$ cat config.mk
export PLATFORM = sky130hd
export DESIGN_NAME = stopwatch_ctrl
export DESIGN_NICKNAME = d
export VERILOG_FILES = /design/src/rtl/stopwatch_pkg.sv /design/src/rtl/stopwatch_ctrl_key_debounce.sv /design/src/rtl/stopwatch_ctrl.sv
export SDC_FILE = /design/constraint.sdc
export NUM_CORES = 1
export LEC_CHECK = 0
export CORE_MARGIN = 2
export CORE_UTILIZATION = 30
export DETAILED_ROUTE_END_ITERATION = 16
export SYNTH_ARGS = -nofsm -noshare
export SYNTH_HDL_FRONTEND = slang
export SYNTH_SLANG_ARGS = --single-unit
$ cat constraint.sdc
create_clock -name clk -period 6.83 [get_ports clk]
set_input_delay 1.366 -clock clk [delete_from_list [all_inputs] [get_ports clk]]
set_output_delay 1.366 -clock clk [all_outputs]
set_load 0.01 [all_outputs]
$ cat src/rtl/stopwatch_pkg.sv
`default_nettype none
// ============================================================================
//  Module  : stopwatch_pkg
//  Purpose : Shared definitions for the stopwatch control block. Holds the
//            FSM state encoding, the default timing constants and the helper
//            that sizes the prescaler and debounce counters.
//  Ports   : none (package)
//  Rev     : 1.0  initial release
// ============================================================================
package stopwatch_pkg;

  // FSM state encoding, also visible on the state output for LEDs/debug.
  typedef enum logic [2:0] {
    ST_IDLE  = 3'd0,
    ST_RUN   = 3'd1,
    ST_LAP   = 3'd2,
    ST_PAUSE = 3'd3,
    ST_DONE  = 3'd4
  } state_t;

  // Default timing for a 12 MHz system clock.
  localparam int unsigned DEF_TICK_DIV     = 12000000; // cycles per 1 s tick
  localparam int unsigned DEF_DEBOUNCE_CYC = 240000;   // 20 ms stable window
  localparam int unsigned DEF_LIMIT_SEC    = 480;      // run ends at 8 minutes

  // Positions of the three keys inside the press vector.
  localparam int unsigned KEY_START = 0;
  localparam int unsigned KEY_LAP   = 1;
  localparam int unsigned KEY_CLR   = 2;

  // Number of bits needed to count 0..n-1 (ceil log2, never less than 1).
  function automatic int unsigned cnt_width(input int unsigned n);
    int unsigned w;
    w = 1;
    while ((64'd1 << w) < 64'(n)) begin
      w = w + 1;
    end
    return w;
  endfunction

endpackage : stopwatch_pkg
`default_nettype wire

$ cat src/rtl/stopwatch_ctrl_key_debounce.sv
`default_nettype none
// ============================================================================
//  Module  : key_debounce
//  Purpose : Conditions one raw active-low push-button. A 2-FF synchronizer
//            feeds a stability counter; a new level is accepted once it has
//            been sampled DEBOUNCE_CYC times in a row. An accepted press
//            (1->0) yields a single-cycle press pulse, a release yields none.
//  Ports   : clk      in  system clock
//            rst      in  asynchronous reset, active-low
//            key_raw  in  raw button level, active-low, asynchronous
//            press    out one-cycle pulse on an accepted press
//  Rev     : 1.0  initial release
// ============================================================================
module key_debounce
  import stopwatch_pkg::*;
#(
  parameter int unsigned DEBOUNCE_CYC = DEF_DEBOUNCE_CYC
) (
  input  logic clk,
  input  logic rst,
  input  logic key_raw,
  output logic press
);

  localparam int unsigned    CW       = cnt_width(DEBOUNCE_CYC);
  localparam logic [CW-1:0]  CNT_LAST = CW'(DEBOUNCE_CYC - 1);

  logic          sync1;
  logic          sync2;
  logic          level;   // accepted (debounced) key level, 1 = released
  logic          armed;   // a genuine released level has been seen since reset
  logic [1:0]    warm;    // synchronizer fill count after reset
  logic [CW-1:0] cnt;     // consecutive samples differing from level

  // The synchronizer stages reset to the released level, so for the first
  // two cycles after reset sync2 does not yet reflect the pin. Pulses are
  // only allowed once a real released sample has been observed, which keeps
  // a key held across reset from producing a press until it is re-pressed.
  always_ff @(posedge clk or negedge rst) begin
    if (!rst) begin
      sync1 <= 1'b1;
      sync2 <= 1'b1;
      level <= 1'b1;
      armed <= 1'b0;
      warm  <= 2'd0;
      cnt   <= '0;
      press <= 1'b0;
    end else begin
      sync1 <= key_raw;
      sync2 <= sync1;
      press <= 1'b0;

      if (warm != 2'd2) begin
        warm <= warm + 2'd1;
      end

      if (warm == 2'd2 && level && sync2) begin
        armed <= 1'b1;
      end

      if (sync2 == level) begin
        cnt <= '0;
      end else if (cnt == CNT_LAST) begin
        cnt   <= '0;
        level <= sync2;
        press <= armed & ~sync2;
      end else begin
        cnt <= cnt + CW'(1);
      end
    end
  end

endmodule : key_debounce
`default_nettype wire

$ cat src/rtl/stopwatch_ctrl.sv
`default_nettype none
// ============================================================================
//  Module  : stopwatch_ctrl
//  Purpose : Control FSM for a seconds/minutes stopwatch. Debounces the
//            start/stop, lap and clear buttons, divides the system clock into
//            a 1 Hz count-enable tick, drives the lap freeze level and the
//            datapath clear pulse, and parks in DONE at the elapsed limit.
//  Ports   : clk        in  system clock
//            rst        in  asynchronous reset, active-low
//            key_start  in  raw start/stop button, active-low
//            key_lap    in  raw lap button, active-low
//            key_clr    in  raw clear button, active-low
//            elapsed    in  total elapsed seconds from the datapath
//            tick       out one-cycle count enable to the datapath
//            clr        out one-cycle synchronous clear to the datapath
//            freeze     out display hold (lap view) level
//            done       out limit reached level
//            state      out current FSM state
//  Rev     : 1.0  initial release
// ============================================================================
module stopwatch_ctrl
  import stopwatch_pkg::*;
#(
  parameter int unsigned TICK_DIV     = DEF_TICK_DIV,
  parameter int unsigned DEBOUNCE_CYC = DEF_DEBOUNCE_CYC,
  parameter int unsigned LIMIT_SEC    = DEF_LIMIT_SEC,
  parameter int unsigned SEC_W        = 9
) (
  input  logic             clk,
  input  logic             rst,
  input  logic             key_start,
  input  logic             key_lap,
  input  logic             key_clr,
  input  logic [SEC_W-1:0] elapsed,
  output logic             tick,
  output logic             clr,
  output logic             freeze,
  output logic             done,
  output logic [2:0]       state
);

  localparam int unsigned      PW         = cnt_width(TICK_DIV);
  localparam logic [PW-1:0]    PRESC_LAST = PW'(TICK_DIV - 1);
  localparam logic [SEC_W-1:0] LIMIT_VAL  = SEC_W'(LIMIT_SEC);

  // --------------------------------------------------------------------------
  // Key conditioning
  // --------------------------------------------------------------------------
  logic [2:0] keys_raw;
  logic [2:0] press;

  assign keys_raw = {key_clr, key_lap, key_start};

  for (genvar i = 0; i < 3; i++) begin : g_key
    key_debounce #(
      .DEBOUNCE_CYC (DEBOUNCE_CYC)
    ) u_debounce (
      .clk     (clk),
      .rst     (rst),
      .key_raw (keys_raw[i]),
      .press   (press[i])
    );
  end

  logic press_start;
  logic press_lap;
  logic press_clr;

  assign press_start = press[KEY_START];
  assign press_lap   = press[KEY_LAP];
  assign press_clr   = press[KEY_CLR];

  // --------------------------------------------------------------------------
  // FSM and prescaler
  // --------------------------------------------------------------------------
  state_t        state_q;
  state_t        state_nx;
  logic [PW-1:0] presc_q;
  logic [PW-1:0] presc_nx;
  logic          counting;
  logic          wrap;
  logic          limit_hit;
  logic          tick_nx;

  assign counting  = (state_q == ST_RUN) || (state_q == ST_LAP);
  assign wrap      = counting && (presc_q == PRESC_LAST);
  assign limit_hit = (elapsed >= LIMIT_VAL);

  // Priority: clear, then limit, then start/stop, then lap. Anything of lower
  // priority arriving in the same cycle is simply dropped.
  always_comb begin
    state_nx = state_q;
    if (press_clr) begin
      state_nx = ST_IDLE;
    end else begin
      unique case (state_q)
        ST_IDLE: begin
          if (press_start) state_nx = ST_RUN;
        end
        ST_RUN: begin
          if (limit_hit)        state_nx = ST_DONE;
          else if (press_start) state_nx = ST_PAUSE;
          else if (press_lap)   state_nx = ST_LAP;
        end
        ST_LAP: begin
          if (limit_hit)        state_nx = ST_DONE;
          else if (press_start) state_nx = ST_PAUSE;
          else if (press_lap)   state_nx = ST_RUN;
        end
        ST_PAUSE: begin
          if (press_start) state_nx = ST_RUN;
        end
        ST_DONE: begin
          state_nx = ST_DONE;
        end
        default: begin
          state_nx = ST_IDLE;
        end
      endcase
    end
  end

  // The prescaler keeps its value through PAUSE so that resuming finishes the
  // partial second; it is zeroed whenever the run stops for good, which also
  // gives a full TICK_DIV period before the first tick after a start.
  always_comb begin
    presc_nx = presc_q;
    if (state_nx == ST_IDLE || state_nx == ST_DONE) begin
      presc_nx = '0;
    end else if (counting) begin
      presc_nx = wrap ? '0 : presc_q + PW'(1);
    end
  end

  // A wrap coinciding with a start/stop press still produces its tick; a
  // coinciding clear suppresses it so the cleared datapath stays at zero.
  assign tick_nx = wrap && !press_clr;

  always_ff @(posedge clk or negedge rst) begin
    if (!rst) begin
      state_q <= ST_IDLE;
      presc_q <= '0;
      tick    <= 1'b0;
      clr     <= 1'b0;
    end else begin
      state_q <= state_nx;
      presc_q <= presc_nx;
      tick    <= tick_nx;
      clr     <= press_clr;
    end
  end

  // --------------------------------------------------------------------------
  // Level outputs straight from the state register
  // --------------------------------------------------------------------------
  assign freeze = (state_q == ST_LAP);
  assign done   = (state_q == ST_DONE);
  assign state  = state_q;

endmodule : stopwatch_ctrl
`default_nettype wire

Word level (Yosys, flattened, before mapping)
Index checks and enable logic that the tools add are counted.
Cells by class
  bitwise gates (word level): 9
  $add $sub $neg: 7
  magnitude comparators: 1
  reductions and logical operators: 18
  equality and inequality tests: 18
  muxes and demuxes: 24
Operator list (count)
  18-bit two-way mux: 6
  24-bit two-way mux: 3
  18-bit by 1-bit adder with 18-bit output (second input constant): 3
  18-bit equality test (second input constant): 3
  24-bit by 1-bit adder with 24-bit output (second input constant): 1
  24-bit equality test (second input constant): 1
  3-bit two-way mux: 8
  3-bit case mux with 4 select lines: 1
  9-bit >= comparator (second input constant): 1
  1-bit logical AND: 8
  2-bit by 1-bit adder with 2-bit output (second input constant): 3
  2-bit equality test (second input constant): 3
  3-bit by 2-bit equality test with 1-bit output (second input constant): 2
  3-bit equality test (second input constant): 2
  3-bit zero test: 2
  1-bit two-way mux: 6
  2-bit != test (second input constant): 3
  1-bit NOT: 6
  2-bit AND reduction: 3
  1-bit AND: 3
  1-bit equality test: 3
  3-bit by 1-bit equality test with 1-bit output (second input constant): 1
  1-bit logical OR: 2
  2-bit nonzero test: 1
  other kinds (2): 2
Word-level totals
  bits of input ports: 14
  logic and storage cells: 102
  flip-flop bits (word level): 104

Depth between registers and ports, before layout
Gate-level depths: netlist (run 1).
  word-level depth: 8
  depth in mapped cells: 9
  gate-level depth less buffers: 7

Cells and area by module
Synthesis (run 1) repeated with hierarchy kept, for this count alone.
Second synthesis, totals
  cell total of the unflattened synthesis: 524
  area, all modules: 5207.5 um^2
By module, submodules not included
  key_debounce: times used 3, cells each 115, area an instance 1188.6 um^2, sequential area each 629.4 um^2
  stopwatch_ctrl: times used 1, cells each 179, area an instance 1641.6 um^2, sequential area each 725.7 um^2

Least setup slack after synthesis (run 1)
No wires, ideal clock.
  path kind: input to register
  start: in elapsed[6]
  end: reg presc_q[17]
  setup time: 0.095 ns
  setup slack: 4.194 ns
  arrival time: 2.540 ns
  stages: 6
  buffers on the path: 0
  cell sequence: nand4_1 o21ai_0 a21oi_1 o21ai_4 or2_2 o31ai_1
On the way
  longest elaborated chain between the ends: 7
RTL lines
  from (decl): line stopwatch_ctrl.sv:34  | input logic [SEC_W-1:0] elapsed,
  9-bit >= comparator *: line stopwatch_ctrl.sv:87  | assign limit_hit = (elapsed >= LIMIT_VAL);
  3-bit two-way mux, on equally long branches: line stopwatch_ctrl.sv:106, stopwatch_ctrl.sv:101
  3-bit case mux with 4 select lines *: line stopwatch_ctrl.sv:96  | unique case (state_q)
  3-bit two-way mux *: line stopwatch_ctrl.sv:93  | if (press_clr) begin
  named net state_nx[1]: line stopwatch_ctrl.sv:77  | state_t state_nx;
  3-bit equality test or 3-bit zero test (tied branches): line stopwatch_ctrl.sv:128  | if (state_nx == ST_IDLE || state_nx == ST_DONE) begin
  1-bit logical OR *: line stopwatch_ctrl.sv:128
  24-bit two-way mux or 2-bit nonzero test (tied branches)
  to (signal assigned): line stopwatch_ctrl.sv:147  | presc_q <= presc_nx;
  to (decl): line stopwatch_ctrl.sv:78  | logic [PW-1:0] presc_q;
The timed path passes the listed nets; every way through them passes the cells marked *.
A chain may end at the register's enable or synchronous reset.

Worst setup path in the final report (run 1)
  start: reg state_q[1] (netlist: state[1])
  end: out freeze
On the way
  longest elaborated chain between the ends: 1
RTL lines
  from (decl): line stopwatch_ctrl.sv:76  | state_t state_q;
  from (signal assigned): line stopwatch_ctrl.sv:146  | state_q <= state_nx;
  3-bit by 2-bit equality test with 1-bit output: line stopwatch_ctrl.sv:156  | assign freeze = (state_q == ST_LAP);
  to (decl): line stopwatch_ctrl.sv:37  | output logic freeze,
No other way between the ends.

==> results, run 1 <==
- The routability congestion estimate is 0.7852.
- The cell area that synthesis handed to floorplanning was 4912 µm².
- The leakage power is 2.297 nW.
- Global routing finished with a remaining overflow of 0.
- Registers are responsible for 53.2% of the overall power.
- The peak clock frequency supported by timing is 309.8 MHz.
- The share of power burned in the clock network is 44.2%.
- The run finished with clean final reports.
- The tightest min-delay check is of the reg -> reg type.
- Cell internal power was estimated by the tool at 0.0009198 W.
- The total routing usage reported by global routing is 11.14%.
- The routed layout has 3396 vias.
- In the final routed layout, each cell accounts on average for 12.53 µm.
- The fraction of power consumed by combinational cells is 2.6%.
- Max-cap violations in this run came to 0.
- The post-CTS clock slew at the launch and capture registers of the worst setup and hold paths is 0.07 ns.
- The clock buffer count from CTS is 9.
- The largest vdd supply drop is 0.1204 mV.
- In the routed layout, each cell is associated on average with a via count of 4.743.
- The length in cells of the worst reg-to-reg path is 7.
- The via count of the first global-routing pass is 3405.
- The analysis attributes to net switching a power of 0.0002631 W.
- The number of placed I/O pins is 21.
- The number of hold violations in the final report is 0.
- After technology mapping, the gate count stands at 483.
- The most frequent standard cell in the layout excluding fill and tap cells is sky130_fd_sc_hd__dfrtp_1.
- The library cells used most frequently in the layout, excluding fill and tap cells, are 95 x sky130_fd_sc_hd__dfrtp_1, 83 x sky130_fd_sc_hd__nor2_1, 42 x sky130_fd_sc_hd__xor2_1.
- In this run the horizontal extent of the chip is 132.0 µm.
- The setup TNS after final layout is 0 ns.
- After the first detailed-routing iteration, the DRC count stood at 247.
- The die is 132.0 µm tall.
- CTS saw 104 sinks.
- The max-slew violation total from the final report is 0.
- The final critical path takes up 47.26% of the cycle.
- The total number of cells along the worst setup path is 2.
- The average instance in the mapped netlist occupies 10.17 µm².
- Setup violations remaining at the end of the flow were counted as 0.
- For this design, the CTS-stage hold fixing added 0 buffers.
- The overall routed net length is 8968 µm.
- For the finished layout, the period the worst path requires is 3.228 ns.
- Dividing total power by cell area gives a power density of 212.4 nW/µm².
- In this run the worst path has a maximum fanout of 11.
- The first TritonRoute pass finished after 4 iterations.
- The clock insertion delay at the later pin of the skew report is 0.35 ns.
- The number of antenna diodes in the final layout is 0.
- The sequential area share after synthesis is 53.21%.
- The number of distinct library cells after synthesis is 49.
- Counting flops and latches in the post-synthesis netlist gives 104.
- Data on the critical path is required at its endpoint by 5.46 ns.
- In this run the standard cell core region covers 15940 µm².
- The worst setup path is captured at a primary output.
- The first global-routing pass estimated 15900 µm of wire.
- Data arrives at the worst endpoint at 1.86 ns.
- For this run, the number of Yosys warnings is 0.
- The design draws 0.001183 W.
- The switching share of power is 22.24%.
- The post-cts gate resize count is 0.
- For this configuration, the core starts out at a cell density of 30.81%.
- Fill cells in the final layout number 1632.
- The maximum buffer depth of the clock tree is 2.
- The slowest stage of the critical path is the sky130_fd_sc_hd__clkdlybuf4s50_1 cell.
- In this run the tightest slew margin relative to its limit is 40.42%.
- Port buffering added 15 buffers.
- The number of cells in the design after placement is 700.
- The layout overhead on the synthesized area is 13.37%.
- The critical path's largest stage delay is 0.60 ns.
- The full die area is 17410 µm².
- Once detail routing completed, the nets flagged for antenna violations numbered 0.
- The HPWL reported at the end of detailed placement is 5924 µm.
- The master cell of the clock root buffer is sky130_fd_sc_hd__clkbuf_16.
- The number of antenna violations at the first check in global routing was 0.
- In the routed design, unresolved DRC markers number 0.
- For this run, the post-layout net count is 516.
- The critical path class is reg -> out.
- The final instance count without filler cells is 716.
- In the final layout, the share of cells above drive strength 1 is 9.000%.
- The signal on the critical path passes through nor3b_1 -> clkdlybuf4s50_1.
- Setup repair after global routing left no endpoint under its margin.
- Grouping stages by cell kind, the critical path spends the most delay in buffers and inverters.
- The net count of the mapped netlist is 504.
- In this run the post-CTS setup repair buffer count came out at 0.
- The H-tree was split into 3 levels.
- The cell row count is 46.
- The worst hold path was traced through 0 stages.
- The clock tree from TritonCTS is done.
- For the pin with the worst max-slew slack, the measured transition is 0.8936 ns.
- The worst setup path is launched from a flip-flop.
- The worst-case clock skew is 0.008278 ns.
- The pin count of the biggest net entering global routing is 75.
- Counting both buffers and inverters, the worst setup path holds a total of 1.
-- through the flow --
| step | worst slack (ns) | instance area [µm²] | utilization (%) | hold WS [ns] |
|---|---|---|---|---|
| 3_5_place_dp | 3.338 | 5266 | 33.03 | 0.3493 |
| 4_1_cts | 3.578 | 5569 | 34.93 | 0.3598 |
| 6_report | 3.602 | 5569 | 34.93 | 0.3581 |
| 3_3_place_gp | 3.400 | 5266 | 33.03 | 0.3476 |
| 5_1_grt | 3.465 | 5569 | 34.93 | 0.3654 |
| 2_1_floorplan | 4.194 | 4912 | - | 0.3452 |
-- cell families after synthesis --
logic type,share of synthesized area (%)
xor gates and xnor gates,11.77
DFF,53.21
and+or+nand+nor,23.84
muxes,0.9169
buffers and inverters,2.547
adders and majority gates,1.783
AOI/OAI and AO/OA,5.935
-- final cells by class --
cell class	instances	area [µm²]	share of cell area, %
inverter	11	41.29	0.7414
tap	216	270.3	4.853
clock buffer	9	225.2	4.044
timing repair buffer	17	162.7	2.921
sequential	104	2614	46.93
clock inverter	7	77.57	1.393
multi-input combinational	352	2178	39.11
-- worst paths after layout --
check                           slack [ns]                      start                           to
worst max-delay path                  3.60                   state[1]                       freeze
worst min-delay path                  0.36  g_key[1].u_debounce.sync1    g_key[1].u_debounce.sync2
worst max register to register        4.35                 presc_q[0]                  presc_q[21]
worst min register to register        0.36  g_key[1].u_debounce.sync1    g_key[1].u_debounce.sync2
max in group asynchronous             4.63                        rst  g_key[1].u_debounce.cnt[10]
min in group asynchronous             0.95                        rst   g_key[2].u_debounce.cnt[8]
-- synthesized netlist by cell type (all sizes together) --
library cell / instances / area share, %
a211o: 1 / 0.18
clkbuf: 7 / 0.53
dfstp: 9 / 4.8
xor2: 42 / 7.5
and2: 4 / 0.51
nor3: 5 / 0.61
o2bb2a: 1 / 0.20
a21o: 2 / 0.31
a31o: 3 / 0.53
and3: 12 / 1.5
nor2b: 2 / 0.25
or3: 5 / 0.64
nor4: 8 / 1.0
nor4bb: 3 / 0.61
nor3b: 3 / 0.46
xnor2: 24 / 4.3
o21ai: 12 / 1.5
nand3: 25 / 2.5
or3b: 1 / 0.18
and4: 7 / 1.2
ha: 7 / 1.8
o21bai: 2 / 0.38
o21a: 2 / 0.31
o22ai: 1 / 0.13
a21oi: 7 / 0.71
o31ai: 3 / 0.46
nand2b: 4 / 0.51
a311oi: 2 / 0.36
nor2: 83 / 6.3
a211oi: 2 / 0.31
dfrtp: 95 / 48
mux2: 4 / 0.92
a31oi: 2 / 0.25
buf: 9 / 1.2
nand4: 21 / 2.8
nor4b: 4 / 0.71
or4: 1 / 0.23
or2: 4 / 0.51
nand2: 41 / 3.1
inv: 11 / 0.84
o2bb2ai: 1 / 0.18
a2bb2oi: 1 / 0.18
-- layer usage --
| metal | part of all wire, % | track usage (%) |
|---|---|---|
| met1 | 48 | 14.03 |
| met4 | 1.5 | 3.744 |
| met3 | 3.4 | 3.845 |
| met2 | 47 | 17.88 |
| met5 | 0 | 0 |
-- state kept, by name, summed over array words and instances (netlist names) --
signal / cells
g_key.u_debounce.level: 3
g_key.u_debounce.sync1: 3
presc_q: 24
g_key.u_debounce.warm: 6
clr: 1
state: 3
g_key.u_debounce.sync2: 3
tick: 1
g_key.u_debounce.press: 3
g_key.u_debounce.armed: 3
g_key.u_debounce.cnt: 54
-- power by group through the flow --
| stage | combinational [W] | clock (W) | sequential [W] |
|---|---|---|---|
| floorplan | 0.0000122 | 0 | 0.000640 |
| global placement | 0.0000309 | 0 | 0.000641 |
| detailed placement | 0.0000317 | 0 | 0.000641 |
| CTS | 0.0000317 | 0.000545 | 0.000629 |
| global route | 0.0000357 | 0.000571 | 0.000630 |
| finish | 0.0000302 | 0.000523 | 0.000629 |
(Power assumes the default switching activity.)
==> run 2: changes to the inputs <==
clock period = 3 ns   (was 6.83 ns; I/O delays follow)
==> results, run 2 (same netlist as run 1, synthesis figures left out) <==
- In this run the vertical extent of the chip is 132.0 µm.
- 21 I/O pins were placed.
- The number of failing setup endpoints in the final timing report is 0.
- The critical path goes through ha_1 -> nand3_1 -> or2_0 -> or4_4 -> o21ai_4 -> nor2_1 -> a211o_1.
- The worst setup path is of the reg -> reg kind.
- The total routing usage reported by global routing is 10.96%.
- The most frequent standard cell in the layout excluding fill and tap cells is sky130_fd_sc_hd__dfrtp_1.
- For this design, the CTS-stage hold fixing added 0 buffers.
- Dividing the detail-routed wire length by the instance count gives 12.56 µm.
- The kind of end point of the critical path is a flip-flop.
- The final route contains 3387 vias.
- The fraction of power consumed by combinational cells is 2.6%.
- The count of inserted antenna diode cells is 0.
- The class of the tightest hold or removal check is in -> async.
- The placement-stage worst setup slack is 0.3052 ns.
- Once the floorplan was initialized, standard cells occupied 30.81% of the core.
- The critical path's largest stage delay is 0.59 ns.
- In the layout the commonest cells are 95 x sky130_fd_sc_hd__dfrtp_1, 83 x sky130_fd_sc_hd__nor2_1, 42 x sky130_fd_sc_hd__xor2_1.
- Setup repair after global routing left no endpoint under its margin.
- In the final layout, the registers with the most flip-flops are g_key.u_debounce.cnt x54, presc_q x24, g_key.u_debounce.warm x6.
- The DRC violation count after routing is 0.
- Setup slack closes at 0.5221 ns.
- The net switching power is 0.0005889 W.
- Row generation in the floorplan step produced 46 rows.
- The via count of the first global-routing pass is 3286.
- TritonCTS created 9 clock buffers.
- The run finished with clean final reports.
- The worst-case clock skew is 0.007219 ns.
- The area growth from synthesis to layout is 13.78%.
- The relative slew slack is 55.02%.
- Using the TritonRoute via totals, the vias-per-cell ratio works out to 4.730.
- TritonCTS built the clock tree.
- The net count reported at finish is 516.
- The max-slew violation total from the final report is 0.
- More flip-flops sit in one register than any other, and that register is g_key.u_debounce.cnt.
- The core area is 15940 µm².
- The HPWL reported at the end of detailed placement is 5883 µm.
- The peak clock frequency supported by timing is 403.6 MHz.
- The internal power summed over all cells is 0.002137 W.
- The number of filler instances in the final layout is 1615.
- The number of DRC violations after detailed-routing iteration 0 is 187.
- After clock tree synthesis, the repair step resized 0 gates.
- The analysis attributes to cell leakage a power of 2.300 nW.
- The H-tree generated during clock tree synthesis spans 3 levels.
- Net switching is 21.61% of the power.
- Summed over all failing endpoints, the final setup total negative slack is 0 ns.
- The number of sinks on the clock net is 104.
- At the pin with the least slew margin, the transition time is 0.6685 ns.
- The share of the cycle needed by the critical path after routing is 82.60%.
- The clock insertion delay at the later pin of the skew report is 0.35 ns.
- The die covers 17410 µm².
- The register with the most flip-flops in the layout has 54 of them.
- The first global-routing pass estimated 15700 µm of wire.
- The number of optimization iterations in the first detailed-route pass is 4.
- After layout, the minimum clock period comes to 2.478 ns.
- Entering global routing, the biggest net connects 105 pins.
- From left edge to right edge, the die measures 132.0 µm.
- The master cell of the clock root buffer is sky130_fd_sc_hd__clkbuf_16.
- The share of total power in sequential cells is 52.6%.
- Counting along the longest clock path gives a buffer depth of 2.
- The critical path arrival is 2.72 ns.
- The overflow left after global routing is 0.
- Power spread over the standard cell area amounts to 487.7 nW/µm².
- The buffers plus inverters on the worst setup path is 0.
- In the final layout, flip-flops and latches occupy 2614 µm².
- The final core area utilization is 35.06%.
- The category of the worst setup path launch point is a flip-flop.
- The fraction of final layout cells sized beyond drive strength 1 is 8.800%.
- The number of post-CTS setup repair buffers is 0.
- Summing all multi-input logic gate instances after layout gives 2178 µm².
- Per report_power, the clock group accounts for 44.8% of the total.
- The count of port buffers added during placement is 15.
- The tool flagged a number of max-cap violations equal to 0.
- For the worst setup path, the data required time is 3.24 ns.
- The overall routed net length is 8996 µm.
- The number of antenna violations at the first check in global routing came to 0.
- For this design, the slowest cell found on the critical path is sky130_fd_sc_hd__or4_4.
- Along the worst path, the maximum fanout reaches 23.
- The post-CTS clock slew at the launch and capture registers of the worst setup and hold paths is 0.07 ns.
- The post-route antenna net violation count is 0.
- The routability congestion estimate is 0.7859.
- The number of hold violations in the final report was 0.
- IR analysis of the VDD net gives a maximum drop of 0.2771 mV.
- On the critical path the largest part of the delay comes from simple AND/OR/NAND/NOR gates.
[run 2: worst register-to-register path: cells and delay by family, from the launching register on]
| kind | cells | cell delay [ns] |
|---|---|---|
| AND/OR/NAND/NOR | 4 | 1.20 |
| AO/OA/AOI/OAI | 2 | 0.53 |
| flip-flops | 1 | 0.41 |
| adder cells (fa/ha/maj) | 1 | 0.23 |
[run 2: worst paths after layout]
check	endpoint	slack (ns)	startpoint	cells past startpoint
min in group clk	g_key[1].u_debounce.sync2	0.35	g_key[1].u_debounce.sync1	0
worst max-delay path	presc_q[21]	0.52	presc_q[0]	7
max in group asynchronous	g_key[2].u_debounce.cnt[16]	2.26	rst	2
worst min-delay path	g_key[2].u_debounce.cnt[4]	0.29	rst	2
worst min register to register	g_key[1].u_debounce.sync2	0.35	g_key[1].u_debounce.sync1	0
worst max register to register	presc_q[21]	0.52	presc_q[0]	7
[run 2: power groups by stage]
stage                     clock network (W)  logic [W]  registers [W]
final                               0.00122  0.0000707        0.00143
after global routing                0.00132  0.0000839        0.00144
after CTS                           0.00126  0.0000744        0.00143
after detailed placement                  0  0.0000739        0.00146
after global placement                    0  0.0000726        0.00146
after floorplan                           0  0.0000278        0.00146
[run 2: layout make-up]
type	count	area share, %
Clock buffer	12	4.589
Clock inverter	4	0.9626
Inverter	11	0.7388
Multi-Input combinational cell	352	38.97
Sequential cell	104	46.77
Tap cell	216	4.835
Timing Repair Buffer	17	3.134
[run 2: metal layers]
layer  track usage [%]  part of all wire [%]
met1             14.58                    50
met4             3.382                   1.2
met2             16.93                    45
met5                 0                     0
met3             3.652                   3.7
[run 2: through the flow]
stage / cells / total power (W) / instance area [µm²] / hold slack (ns)
CTS: 716 / 0.002764 / 5589 / 0.3380
global placement: 700 / 0.001531 / 5279 / 0.3482
finish: 716 / 0.002726 / 5589 / 0.2936
detailed placement: 700 / 0.001534 / 5279 / 0.3478
floorplan: 483 / 0.001484 / 4912 / 0.3044
global route: 716 / 0.002841 / 5589 / 0.3602
